`src/rtl/ball_tx_packer.sv`:
```
// Packs ball/win state into short I2C register-write packets and streams them
// byte by byte to an I2C master, with NACK retry and failure reporting.
module ball_tx_packer #(
  parameter int          MAX_RETRY   = 3,
  parameter logic [19:0] SLOW_THRESH = 20'd270000
) (
  input  logic              clk_25MHZ,
  input  logic              reset_n,
  input  logic              ball_send_trigger,
  input  logic              win_send_trigger,
  input  logic [9:0]        ball_y,
  input  logic signed [9:0] ball_vy,
  input  logic [1:0]        gravity_counter,
  input  logic [19:0]       ball_speed,
  input  logic              win_flag,
  output logic              tx_req,
  output logic [7:0]        tx_byte,
  output logic              tx_valid,
  input  logic              tx_ready,
  output logic              tx_last,
  input  logic              tx_done,
  input  logic              tx_nack,
  output logic              is_i2c_master_done,
  output logic              win_sent,
  output logic              tx_fail,
  output logic              busy
);
  localparam int RW = (MAX_RETRY < 1) ? 1 : $clog2(MAX_RETRY + 1);

  localparam logic [2:0] S_IDLE = 3'd0;
  localparam logic [2:0] S_LOAD = 3'd1;
  localparam logic [2:0] S_REQ  = 3'd2;
  localparam logic [2:0] S_SEND = 3'd3;
  localparam logic [2:0] S_WAIT = 3'd4;
  localparam logic [2:0] S_FIN  = 3'd5;

  logic [2:0]       state_q, state_d;
  logic             ball_hist_q, win_hist_q;
  logic             win_pend_q, win_pend_d;
  logic             is_win_q, is_win_d;
  logic [2:0]       idx_q, idx_d;
  logic [RW-1:0]    retry_q, retry_d;
  logic [7:0][7:0]  buf_q, buf_d;
  logic             tx_fail_q, tx_fail_d;

  logic       ball_edge, win_edge, done_evt;
  logic [2:0] pkt_last;
  logic [7:0] vy_sat;

  assign ball_edge = ball_send_trigger & ~ball_hist_q;
  assign win_edge  = win_send_trigger & ~win_hist_q;
  assign pkt_last  = is_win_q ? 3'd1 : 3'd5;
  assign done_evt  = tx_done && (state_q == S_SEND || state_q == S_WAIT);

  always_comb begin
    if (ball_vy > 10'sd127)       vy_sat = 8'h7F;
    else if (ball_vy < -10'sd128) vy_sat = 8'h80;
    else                          vy_sat = ball_vy[7:0];
  end

  always_comb begin
    state_d    = state_q;
    win_pend_d = win_pend_q;
    is_win_d   = is_win_q;
    idx_d      = idx_q;
    retry_d    = retry_q;
    buf_d      = buf_q;
    tx_fail_d  = 1'b0;

    // A win edge is never lost: it waits behind a ball packet or a busy block.
    if (win_edge && (state_q != S_IDLE || ball_edge)) win_pend_d = 1'b1;

    case (state_q)
      S_IDLE: begin
        if (ball_edge) begin
          state_d  = S_LOAD;
          is_win_d = 1'b0;
        end else if (win_edge || win_pend_q) begin
          state_d    = S_LOAD;
          is_win_d   = 1'b1;
          win_pend_d = 1'b0;
        end
      end
      S_LOAD: begin
        // Retries pass through LOAD for the tx_req gap but keep the original buffer.
        if (retry_q == '0) begin
          buf_d = '0;
          if (is_win_q) begin
            buf_d[0] = 8'h05;
            buf_d[1] = {7'b0, win_flag};
          end else begin
            buf_d[0] = 8'h00;
            buf_d[1] = {ball_y[9:8], 6'b0};
            buf_d[2] = ball_y[7:0];
            buf_d[3] = vy_sat;
            buf_d[4] = {6'b0, gravity_counter};
            buf_d[5] = {7'b0, ball_speed >= SLOW_THRESH};
          end
        end
        idx_d   = 3'd0;
        state_d = S_REQ;
      end
      S_REQ:  state_d = S_SEND;
      S_SEND: begin
        if (tx_ready) begin
          if (idx_q == pkt_last) state_d = S_WAIT;
          else                   idx_d   = idx_q + 3'd1;
        end
      end
      S_FIN: begin
        retry_d = '0;
        state_d = S_IDLE;
      end
      default: ;
    endcase

    if (done_evt) begin
      if (!tx_nack) begin
        state_d = S_FIN;
      end else if (retry_q < RW'(MAX_RETRY)) begin
        retry_d = retry_q + 1'b1;
        idx_d   = 3'd0;
        state_d = S_LOAD;
      end else begin
        retry_d   = '0;
        tx_fail_d = 1'b1;
        state_d   = S_IDLE;
      end
    end
  end

  always_ff @(posedge clk_25MHZ or negedge reset_n) begin
    if (!reset_n) begin
      state_q     <= S_IDLE;
      ball_hist_q <= 1'b0;
      win_hist_q  <= 1'b0;
      win_pend_q  <= 1'b0;
      is_win_q    <= 1'b0;
      idx_q       <= 3'd0;
      retry_q     <= '0;
      buf_q       <= '0;
      tx_fail_q   <= 1'b0;
    end else begin
      state_q     <= state_d;
      ball_hist_q <= ball_send_trigger;
      win_hist_q  <= win_send_trigger;
      win_pend_q  <= win_pend_d;
      is_win_q    <= is_win_d;
      idx_q       <= idx_d;
      retry_q     <= retry_d;
      buf_q       <= buf_d;
      tx_fail_q   <= tx_fail_d;
    end
  end

  assign tx_req             = (state_q == S_REQ) || (state_q == S_SEND) || (state_q == S_WAIT);
  assign tx_valid           = (state_q == S_SEND);
  assign tx_byte            = tx_valid ? buf_q[idx_q] : 8'h00;
  assign tx_last            = tx_valid && (idx_q == pkt_last);
  assign is_i2c_master_done = (state_q == S_FIN) && !is_win_q;
  assign win_sent           = (state_q == S_FIN) && is_win_q;
  assign tx_fail            = tx_fail_q;
  assign busy               = (state_q != S_IDLE);

endmodule

```
`config.mk`:
```
export PLATFORM = sky130hd
export DESIGN_NAME = ball_tx_packer
export DESIGN_NICKNAME = d
export VERILOG_FILES = /design/src/rtl/ball_tx_packer.sv
export SDC_FILE = /design/constraint.sdc
export NUM_CORES = 1
export LEC_CHECK = 0
export CAP_MARGIN = 20
export CORE_AREA = 2 2 75 77
export CTS_CLUSTER_SIZE = 16
export DETAILED_ROUTE_END_ITERATION = 10
export DIE_AREA = 0 0 77 79
export DONT_BUFFER_PORTS = 1
export PLACE_DENSITY = 0.52
export SKIP_CTS_REPAIR_TIMING = 1
export SLEW_MARGIN = 20
export SYNTH_ARGS = -nofsm -noshare
export SYNTH_HDL_FRONTEND = slang
export SYNTH_SLANG_ARGS = --single-unit
```
`constraint.sdc`:
```
create_clock -name clk_25MHZ -period 1.8 [get_ports clk_25MHZ]
set_clock_uncertainty 0.1 [all_clocks]
set_input_delay 0.27 -clock clk_25MHZ [delete_from_list [all_inputs] [get_ports clk_25MHZ]]
set_output_delay 0.27 -clock clk_25MHZ [all_outputs]
set_load 0.1 [all_outputs]
```
-- Word level (Yosys, flattened, before mapping)
Cells that the tools add are included.
- add/sub/neg operators: 2
- $lt $le $gt $ge: 5
- eq/ne operators: 9
- multiplexer cells: 35
- bitwise logic cells: 4
- reductions and logical operators: 19
- operator list (kind ; number):
    2-to-1 mux 3 bit ; 12
    2-to-1 mux 8 bit ; 4
    2-to-1 mux 25 bit ; 1
    binary-select mux 8 bit (select 3 bit) ; 1
    greater-or-equal comparator 20 x 19 -> 1 bit (second input constant) ; 1
    2-to-1 mux 16 bit ; 1
    case mux 3 bit (5 select lines) ; 1
    greater-than comparator 10 x 8 -> 1 bit (second input constant) ; 1
    less-than comparator 10 x 8 -> 1 bit (second input constant) ; 1
    2-to-1 mux 1 bit ; 10
    2-to-1 mux 2 bit ; 4
    equality test 3 x 2 -> 1 bit (second input constant) ; 2
    equality test 3 bit (second input constant) ; 2
    != test 3 x 1 -> 1 bit (second input constant) ; 2
    case mux 3 bit (2 select lines) ; 1
    nonzero test 6 bit ; 1
    logical AND 1 bit ; 5
    logical OR 1 bit ; 5
    less-than comparator 3 x 4 -> 1 bit (second input constant) ; 1
    != test 4 bit (second input constant) ; 1
    AND reduction 2 bit ; 2
    AND reduction 4 bit ; 1
    adder 3 x 1 -> 3 bit (second input constant) ; 1
    equality test 3 x 1 -> 1 bit (second input constant) ; 1
    10 further kinds ; 12
- bits in registers: 61
- output and inout bits: 15
- logic and storage cells: 88

-- Logic depth before layout (Yosys ltp)
Gate-level depths: netlist of the first run.
- depth after elaboration: 8
- mapped depth: 7
- mapped depth without buffers: 6

-- Worst setup path after synthesis of the first run
OpenSTA, ideal clock, no wires.
- path type: flip-flop to output port
- from: register idx_q[0]
- to: output tx_byte[6]
- arrival time: 3.011 ns
- required time: 1.430 ns
- slack: -1.581 ns
- cell stages (with the launch flop): 6
- cells stage by stage: dfrtp_1 > buf_2 > inv_1 > nor2_1 > a21oi_1 > nor3_1
- word-level cells in the longest chain between the ends: 3
- ends and longest elaborated chain (what ; RTL line ; source):
    start: declaration ; 41 ; logic [2:0] idx_q, idx_d;
    start signal: assignment ; 149 ; idx_q <= idx_d;
    binary-select mux 8 bit (select 3 bit) ; 158 ; assign tx_byte = tx_valid ? buf_q[idx_q] : 8'h00;
    2-to-1 mux 8 bit (not written as such) ; 158 ;
    2-to-1 mux 8 bit ; 158 ;
    end: declaration ; 17 ; output logic [7:0] tx_byte,
Every way passes these cells. The select of a mux whose other input is x is not followed.

-- Worst setup path in the final report of the first run
- from: register state_q[2]
- to: output tx_byte[5]
- word-level cells in the longest chain between the ends: 2
- ends and longest elaborated chain (what ; RTL line ; source):
    start: declaration ; 37 ; logic [2:0] state_q, state_d;
    start signal: assignment ; 144 ; state_q <= state_d;
    equality test 3 x 2 -> 1 bit ; 157 ; assign tx_valid = (state_q == S_SEND);
    2-to-1 mux 8 bit ; 158 ;
Every way passes these cells.

==> summary.md, run 1 <==
| Metric | Value |
|---|---|
| Die area | `6080 um2` |
| Clk buf depth | `2` |
| Pwr dens | `between 1500 and 2000 nW/um2` |
| Total power | `5320 uW` |
| Initial core utilization | `0.392` |
| Initial drt markers | `67` |
| Row cnt | `27` |
| Average wire per standard cell | `14.5 um` |
| Drt drc | `0` |
| Die Wd | `77 um` |
| Antenna Cells | `0` |
| Max FO, Critical Path | `3` |
| Leakage | `0.00118 uW` |
| Core ar. | `~5300 um2` |
| First-pass GRT wire length | `8530 um` |
| Share of layout cells above drive strength 1 | `0.270` |
| Vias in the first global route | `1745` |
| VDD IR max | `894 uV` |
| Slew @ Worst Pin | `about 0.55 ns` |
| Syn Area/Cell | `8.80 um2` |
| Clock Pin Slew Worst Setup and Hold Paths | `about 0.070 ns` |
| Synth warn | `0` |
| DP Area | `2660 um2` |
| Critical Path, Cell by Cell | `and2b_4 -> nand2_8 -> or3_4 -> nor2_4 -> buf_12` |
| GRT Overall Usage | `0.176` |
| CP max stage delay | `0.39 ns` |
| Post-synthesis sequential area ratio | `0.430` |
| Via count | `1801` |
| Gpl congestion | `0.796` |
| CTS Buf Count | `5` |
| CTS HTree Levels | `2` |
| Post-Syn Nets | `292` |
| Critical path launch point type | `flip-flop` |
| Max Cap Viol | `0` |
| WL final | `5020 um` |
| Worst setup margin | `-0.278 ns` |
| Status | `finished with violations` |
| Post-synthesis cell count | `238` |
| Pre-antenna DRT Iters | `4` |
| Initial antenna violation count | `0` |
| RSZ-0062 raised after global routing | `true` |
| Failing checks | `negative setup slack` |
| Crit path DAT | `~1.7 ns` |
| # port buffers | `0` |
| Slew HR | `0.634` |
| Buf/Inv on CP | `1` |
| Critical Path RT | `about 1.4 ns` |
| Max Freq | `481 MHz` |
| Largest net degree at the start of global routing | `37` |
| Critical path depth in cells | `5` |
| CTS Root Cell | `clkbuf_8` |
| Place WS | `-0.00235 ns` |
| Post-layout min period | `~2.1 ns` |
| Die height | `roughly 79 um` |
| Hpwl dp | `3580 um` |
| Via density | `around 5.2` |
| Crit path kind | `reg2out` |
| Worst hold path type | `in2reg` |
| R2R cell count | `5` |
| Final slew viol count | `0` |
| Routed Antenna Nets | `0` |
| Crit. End Element | `output port` |
| Fin nets | `327` |
| Design Area, Final | `2870 um2` |
| Yosys reg bits | `36` |
| Critical Path Slowest Stage Cell | `or3_4` |
| Later-pin clock latency in the skew report | `0.29 ns` |
| Layout area overhead | `37.0%` |
| Netlist cell types | `48` |
| CTS tree | `built` |
| Mapped cell area | `2090 um2` |
| Fin crit share | `1.15` |
| Sink Count | `36` |
| Grt ovf | `0` |
| # IOs | `65` |
| Final Hold Fails | `0` |
| Final setup vio count | `13` |
| Crit path max-delay family | `simple AND/OR/NAND/NOR gates` |
| Min-Delay Path Depth | `2` |
## per-layer routing
layer  up-vias  share of wire  track usage
li1        902              -            -
met1       844           0.46        0.233
met2        46           0.47        0.278
met3         9          0.051       0.0466
met4         0          0.019       0.0679
met5         -              0            0
## synthesized netlist by cell type (all sizes together)
cell,number,share of area
o41ai,1,0.0042
nor3b,3,0.011
nor2b,4,0.012
nand2b,15,0.045
o31a,1,0.0042
nand4bb,1,0.0054
nand3,3,0.0072
a221oi,1,0.0072
or3,1,0.0030
xor2,1,0.0042
and2,1,0.0030
a22oi,2,0.0072
a32o,1,0.0048
and2b,1,0.0048
a31oi,3,0.0090
a32oi,2,0.0084
o21ai,27,0.065
o21a,1,0.0036
nor2,32,0.060
a211o,1,0.0042
a2bb2oi,2,0.0084
nor3,9,0.026
mux2,3,0.016
nand2,29,0.056
nand4,2,0.0060
a21boi,2,0.0072
inv,8,0.014
mux2i,10,0.048
clkinv,1,0.0018
dfrtp,36,0.43
ha,4,0.024
buf,9,0.024
o32ai,1,0.0042
and3,2,0.0060
nand3b,1,0.0036
mux4,1,0.011
clkbuf,3,0.0054
or4,1,0.0036
o311ai,1,0.0042
a21oi,9,0.022
o31ai,2,0.0072
## layout by cell type, fill, tap and decap left out, drive strengths merged, types with 2 or more instances in the layout
cell,instances
mux2,3
ha,4
o21ai,27
nor2,32
a22oi,2
nor3b,3
a21oi,9
clkbuf,5
a21boi,2
nand3,3
nand2b,15
dlygate4sd3,3
nand4,2
inv,9
a32oi,2
nand2,29
dfrtp,36
buf,37
a2bb2oi,2
nor2b,4
and3,2
a31oi,3
mux2i,10
o31ai,2
nor3,9
## flip-flops by register name, summed over array words and instances, names as in the netlist
register and cells:
ball_hist_q 1, buf_q 23, win_hist_q 1, idx_q 3
retry_q 2, tx_fail 1, is_win_q 1, state_q 3
win_pend_q 1
## stage by stage
stage / TNS, ns / utilization / hold WS [ns] / std cells
after floorplan: -1.66 / - / -0.126 / 238
after global routing: -3.37 / 0.538 / 0.0263 / 346
after CTS: -2.70 / 0.520 / -0.450 / 340
after global placement: 0 / 0.499 / -0.125 / 332
after detailed placement: -0.00235 / 0.499 / -0.125 / 332
final: -2.21 / 0.538 / 0.0151 / 346
## final timing paths
kind	startpoint	end	slack (ns)
worst max-delay path	state_q[2]	tx_byte[5]	-0.28
worst max register to register	idx_q[1]	state_q[0]	0.03
max in group asynchronous	reset_n	idx_q[0]	1.03
min in group asynchronous	reset_n	state_q[1]	0.36
worst min-delay path	ball_y[8]	buf_q[14]	0.02
worst min register to register	buf_q[17]	buf_q[17]	0.38
## cells by family (layout without fill, tap and decap cells)
family                   after synthesis  count (layout)  share of synthesized area
flip-flops                            36              36                      0.430
AND/OR/NAND/NOR                      105             105                      0.251
buffers and inverters                 21              57                     0.0460
AO/OA/AOI/OAI                         57              57                      0.170
multiplexers                          14              14                     0.0747
adder cells (fa/ha/maj)                4               4                     0.0239
XOR/XNOR                               1               1                    0.00418
## final cells by class
class / count / area (um2)
clock inverters: 3 / 42.5
inverters: 9 / 38.8
repair buffers: 40 / 512
well taps: 72 / 90.1
multi-input cells: 181 / 1210
clock buffers: 5 / 68.8
fillers: 509 / 2470
flip-flops and latches: 36 / 902
## report_power, final
part | switching [uW] | leakage, uW | internal [uW]
logic | 1930 | 0.000668 | 1350
clock network | 309 | 0.0000541 | 410
registers | 199 | 0.000456 | 1120
Note: power is estimated with default switching activity, not from simulation.
==> run 2, diff against run 1 <==
- CTS_CLUSTER_DIAMETER: default -> 150
- PLACE_DENSITY: 0.52 -> 0.5
- clock period: 1.8 -> 2.12 ns (I/O delays scaled with it)
==> run 2 against run 1 <==
  * The flow still finishes with violations (negative setup slack)
  * Sequential share of layout area is 0.83 points higher
  * Global-route usage is 0.94 points lower
  * Register-to-register slack better by 0.22 ns
  * Via count is 1.3% lower
  * Design area is 2.4% lower
  * Die area stayed put
  * Final cell count is 0.58% higher
  * Power is 19% lower
==> summary.md, run 2 (synthesized netlist as in run 1, its figures left out) <==
| Metric | Value |
|---|---|
| Status | `finished with violations` |
| Failing checks | `negative setup slack` |
| Via count | `roughly 1800` |
| RSZ-0062 raised after global routing | `true` |
| Clk buf depth | `2` |
| Hpwl dp | `3520 um` |
| Fin crit share | `1.03` |
| CTS HTree Levels | `2` |
| Most frequent cells in the layout | `dfrtp_1 (34), nand2_1 (28), buf_4 (25), nor2_1 (23), o21ai_0 (19)` |
| Crit path DAT | `1.78 ns` |
| Max Freq | `approximately 460 MHz` |
| Critical Path RT | `1.70 ns` |
| Largest net degree at the start of global routing | `37` |
| Layout area overhead | `33.6%` |
| Initial core utilization | `0.392` |
| Critical path launch point type | `flip-flop` |
| Final slew viol count | `0` |
| CTS tree | `built` |
| Largest register by flop count | `buf_q` |
| Initial drt markers | `93` |
| Later-pin clock latency in the skew report | `about 0.28 ns` |
| # IOs | `65` |
| Largest registers | `buf_q x23, idx_q x3, state_q x3` |
| Fin nets | `329` |
| # port buffers | `0` |
| Drt drc | `0` |
| GRT Overall Usage | `0.167` |
| Post-route insts no fill | `348` |
| Final setup vio count | `4` |
| Row cnt | `27` |
| WL final | `4940 um` |
| Max Cap Viol | `0` |
| CP max stage delay | `roughly 0.44 ns` |
| Critical Path Slowest Stage Cell | `or3_4` |
| Final Hold Fails | `0` |
| Commonest non-fill, non-tap cell in the layout | `dfrtp_1` |
| Pre-antenna DRT Iters | `4` |
| Sink Count | `36` |
| Average wire per standard cell | `14.2 um` |
| Core ar. | `5340 um2` |
| Leakage | `about 0.0012 uW` |
| Die area | `slightly above 6000 um2` |
| Post-layout min period | `2.19 ns` |
| Worst hold path type | `in2reg` |
| Max reg flops | `23` |
| VDD IR max | `600 uV` |
| First-pass GRT wire length | `between 8000 and 9000 um` |
| Clock Pin Slew Worst Setup and Hold Paths | `roughly 0.07 ns` |
| Gpl congestion | `0.797` |
| Crit. End Element | `output port` |
| Vias in the first global route | `1723` |
| Antenna Cells | `0` |
| Grt ovf | `0` |
| Die height | `roughly 79 um` |
| Share of layout cells above drive strength 1 | `0.268` |
| Crit path kind | `reg2out` |
| Max FO, Critical Path | `6` |
| Slew HR | `0.676` |
| Critical Path, Cell by Cell | `and2b_4 -> nand2_8 -> or3_4 -> nor2_4 -> buf_12` |
| Die Wd | `77 um` |
| Fillers | `540` |
| CTS Root Cell | `clkbuf_8` |
| Routed Antenna Nets | `0` |
| Final setup TNS | `-0.237 ns` |
| Initial antenna violation count | `0` |
| Via density | `5.11` |
| Placed cells | `roughly 330` |
| Worst setup margin | `-0.0741 ns` |
| Slew @ Worst Pin | `between 0.4 and 0.5 ns` |
| Hold slack | `0.0685 ns` |
| CTS Buf Count | `5` |
| Pwr dens | `1530 nW/um2` |
[run 2: worst paths after layout]
path	start	end	slack (ns)	depth (start not counted)
worst max-delay path	state_q[2]	tx_byte[5]	-0.07	5
worst min-delay path	ball_y[2]	buf_q[18]	0.07	2
worst max register to register	state_q[1]	buf_q[40]	0.25	6
worst min register to register	buf_q[17]	buf_q[17]	0.38	2
max in group asynchronous	reset_n	idx_q[0]	1.33	2
min in group asynchronous	reset_n	ball_hist_q	0.38	2
[run 2: worst max-delay path: cells and delay by family, from the launching register on]
family	cells	cell delay, ns
buffers and inverters	1	0.18
AND/OR/NAND/NOR	4	0.93
flip-flops	1	0.38
[run 2: area by class of cell]
type                    count  area (um2)  area share
multi-input cells         181        1190       0.427
flip-flops and latches     36         903       0.323
inverters                   9        33.8      0.0121
well taps                  72        90.1      0.0322
clock buffers               7        86.3      0.0308
repair buffers             42         483       0.173
clock inverters             1        7.51     0.00268
[run 2: per-stage QoR]
stage | util | area (um2) | power (uW) | setup WS [ns]
after floorplan | - | 2180 | 2930 | -0.312
after global placement | 0.480 | 2560 | 3580 | 0.227
after detailed placement | 0.480 | 2560 | 3600 | 0.230
after CTS | 0.498 | 2660 | 4130 | -0.0930
after global routing | 0.524 | 2800 | 4600 | -0.133
final | 0.524 | 2800 | 4290 | -0.0741
[run 2: metal layers]
metal	vias to the layer above	track usage	wire length, um	part of all wire
li1	903	-	-	-
met5	-	0	0	0
met1	825	0.216	2270	0.46
met4	0	0.0554	72	0.015
met3	7	0.0489	288	0.058
met2	43	0.270	2320	0.47
[run 2: report_power, final]
part           switching (uW)  internal, uW
Sequential                188           953
Clock                     249           264
Combinational            1570          1070
Total                    2000          2290
==> run 3, diff against run 2 <==
- CORE_AREA: 2 2 75 77 -> 2 2 63 65
- DIE_AREA: 0 0 77 79 -> 0 0 65 67
- PLACE_DENSITY: 0.5 -> 0.69
==> run 3 against run 2 <==
  * Sequential power hardly changed
  * The flow still finishes with violations (negative setup slack)
  * Hold slack worse by 0.0044 ns
  * Critical path depth stayed put
  * Global-route usage is 7.0 points higher
  * Largest power group unchanged
  * Highest routed layer unchanged
  * Sequential share of layout area is 1.2 points higher
  * Sequential cell count stayed put
==> summary.md, run 3 (synthesized netlist as in run 1, its figures left out) <==
| Metric | Value |
|---|---|
| Antenna Cells | `0` |
| CTS Buf Count | `5` |
| Hold endpoint | `buf_q[8]` |
| Max reg flops | `23` |
| Row cnt | `22` |
| Leakage | `0.00112 uW` |
| Drt drc | `0` |
| Critical Path RT | `1.70 ns` |
| Hold Path Origin | `win_flag` |
| Largest net degree at the start of global routing | `37` |
| Fin nets | `321` |
| Clk buf depth | `2` |
| CTS Root Cell | `clkbuf_8` |
| Clock power frac | `0.121` |
| Share of layout cells above drive strength 1 | `0.246` |
| Sink Count | `36` |
| Hpwl dp | `roughly 3500 um` |
| Crit. End Element | `output port` |
| Pre-antenna DRT Iters | `4` |
| Average wire per standard cell | `15.0 um` |
| Clock Pin Slew Worst Setup and Hold Paths | `0.08 ns` |
| Reg power frac | `0.280` |
| Status | `finished with violations` |
| Max Freq | `457 MHz` |
| Worst setup margin | `-0.0692 ns` |
| Post-layout min period | `2.19 ns` |
| Final Hold Fails | `0` |
| Core ar. | `3610 um2` |
| First-pass GRT wire length | `7940 um` |
| CTS HTree Levels | `2` |
| Placed cells | `299` |
| Fin crit share | `1.03` |
| Worst flop-to-flop path endpoint | `state_q[0]` |
| Initial core utilization | `0.581` |
| Via count | `approximately 1800` |
| Slew @ Worst Pin | `0.470 ns` |
| Comb power frac | `0.600` |
| Worst hold path type | `in2reg` |
| Worst R2R Setup Slack | `around 0.2 ns` |
| Die height | `about 67 um` |
| Most frequent cells in the layout | `dfrtp_1 (34), nand2_1 (28), nor2_1 (22), o21ai_0 (19), buf_4 (18)` |
| # IOs | `65` |
| Largest register by flop count | `buf_q` |
| Switching power | `1980 uW` |
| Vias in the first global route | `1803` |
| Crit path kind | `reg2out` |
| Largest registers | `buf_q x23, idx_q x3, state_q x3` |
| Critical path launch point type | `flip-flop` |
| Die area | `around 4400 um2` |
| Gpl congestion | `0.808` |
| CTS tree | `built` |
| Crit path DAT | `~1.8 ns` |
| Fillers | `262` |
| Total power | `4180 uW` |
| Grt ovf | `0` |
| VDD IR max | `682 uV` |
| R2R cell count | `5` |
| Final slew viol count | `0` |
| Initial antenna violation count | `0` |
| RSZ-0062 raised after global routing | `true` |
| Via density | `around 5.8` |
| WL final | `4750 um` |
| Pwr dens | `1550 nW/um2` |
| P_int | `2200 uW` |
| Slew HR | `0.686` |
| Max Cap Viol | `0` |
| Layout area overhead | `28.9%` |
| Die Wd | `65 um` |
| Routed Antenna Nets | `0` |
| Final setup vio count | `3` |
| GRT Overall Usage | `0.237` |
| Commonest non-fill, non-tap cell in the layout | `dfrtp_1` |
| Later-pin clock latency in the skew report | `0.29 ns` |
| Critical R2R Launch | `idx_q[1]` |
| Min-Delay Path Depth | `2` |
| Failing checks | `negative setup slack` |
| Max FO, Critical Path | `6` |
| Sw Ratio | `0.474` |
| Place WS | `0.156 ns` |
| Initial drt markers | `167` |
| Post-route insts no fill | `around 320` |
| # port buffers | `0` |
run 3: worst max-delay path by stage:
stage	slack, ns	startpoint	depth (start not counted)	endpoint
2_1_floorplan	-0.31	state_q[2]	3	tx_byte[6]
3_3_place_gp	0.22	idx_q[1]	4	tx_byte[5]
3_5_place_dp	0.16	idx_q[1]	5	state_q[0]
4_1_cts	-0.14	idx_q[1]	4	tx_byte[5]
5_1_grt	-0.12	state_q[2]	5	tx_byte[5]
6_report	-0.07	state_q[2]	5	tx_byte[4]
run 3: power by group through the flow:
stage / clock network, uW / registers, uW / logic [uW]
2_1_floorplan: 0 / 1110 / 1820
3_3_place_gp: 0 / 1170 / 2310
3_5_place_dp: 0 / 1180 / 2380
4_1_cts: 512 / 1170 / 2390
5_1_grt: 538 / 1210 / 2710
6_report: 503 / 1170 / 2500
run 3: cell type report:
cell class,instances,area (um2),share of cell area
Clock buffer,8,90.1,0.0334
Multi-Input combinational cell,181,1180,0.438
Timing Repair Buffer,34,425,0.158
Sequential cell,36,903,0.335
Inverter,9,37.5,0.0139
Tap cell,48,60.1,0.0222
run 3: layer usage:
metal	wire length (um)	up-vias	track usage
met4	41	0	0.0691
met5	0	-	0
met1	2000	885	0.286
met3	240	6	0.0574
met2	2470	60	0.420
li1	-	884	-
run 3: stage by stage:
stage	utilization	hold WS (ns)	area, um2	setup TNS (ns)
after global placement	0.696	-0.0768	2510	0
after global routing	0.749	0.0792	2700	-0.461
after CTS	0.721	-0.390	2600	-0.482
after detailed placement	0.696	-0.0768	2510	0
after floorplan	-	-0.0776	2180	-0.312
final	0.749	0.0641	2700	-0.177
run 3: critical path: stages (launching register included):
cell and delay, ns:
dfrtp_1 0.38, and2b_4 0.29, nand2_4 0.09, or3_4 0.40
nor2_4 0.14, buf_12 0.18
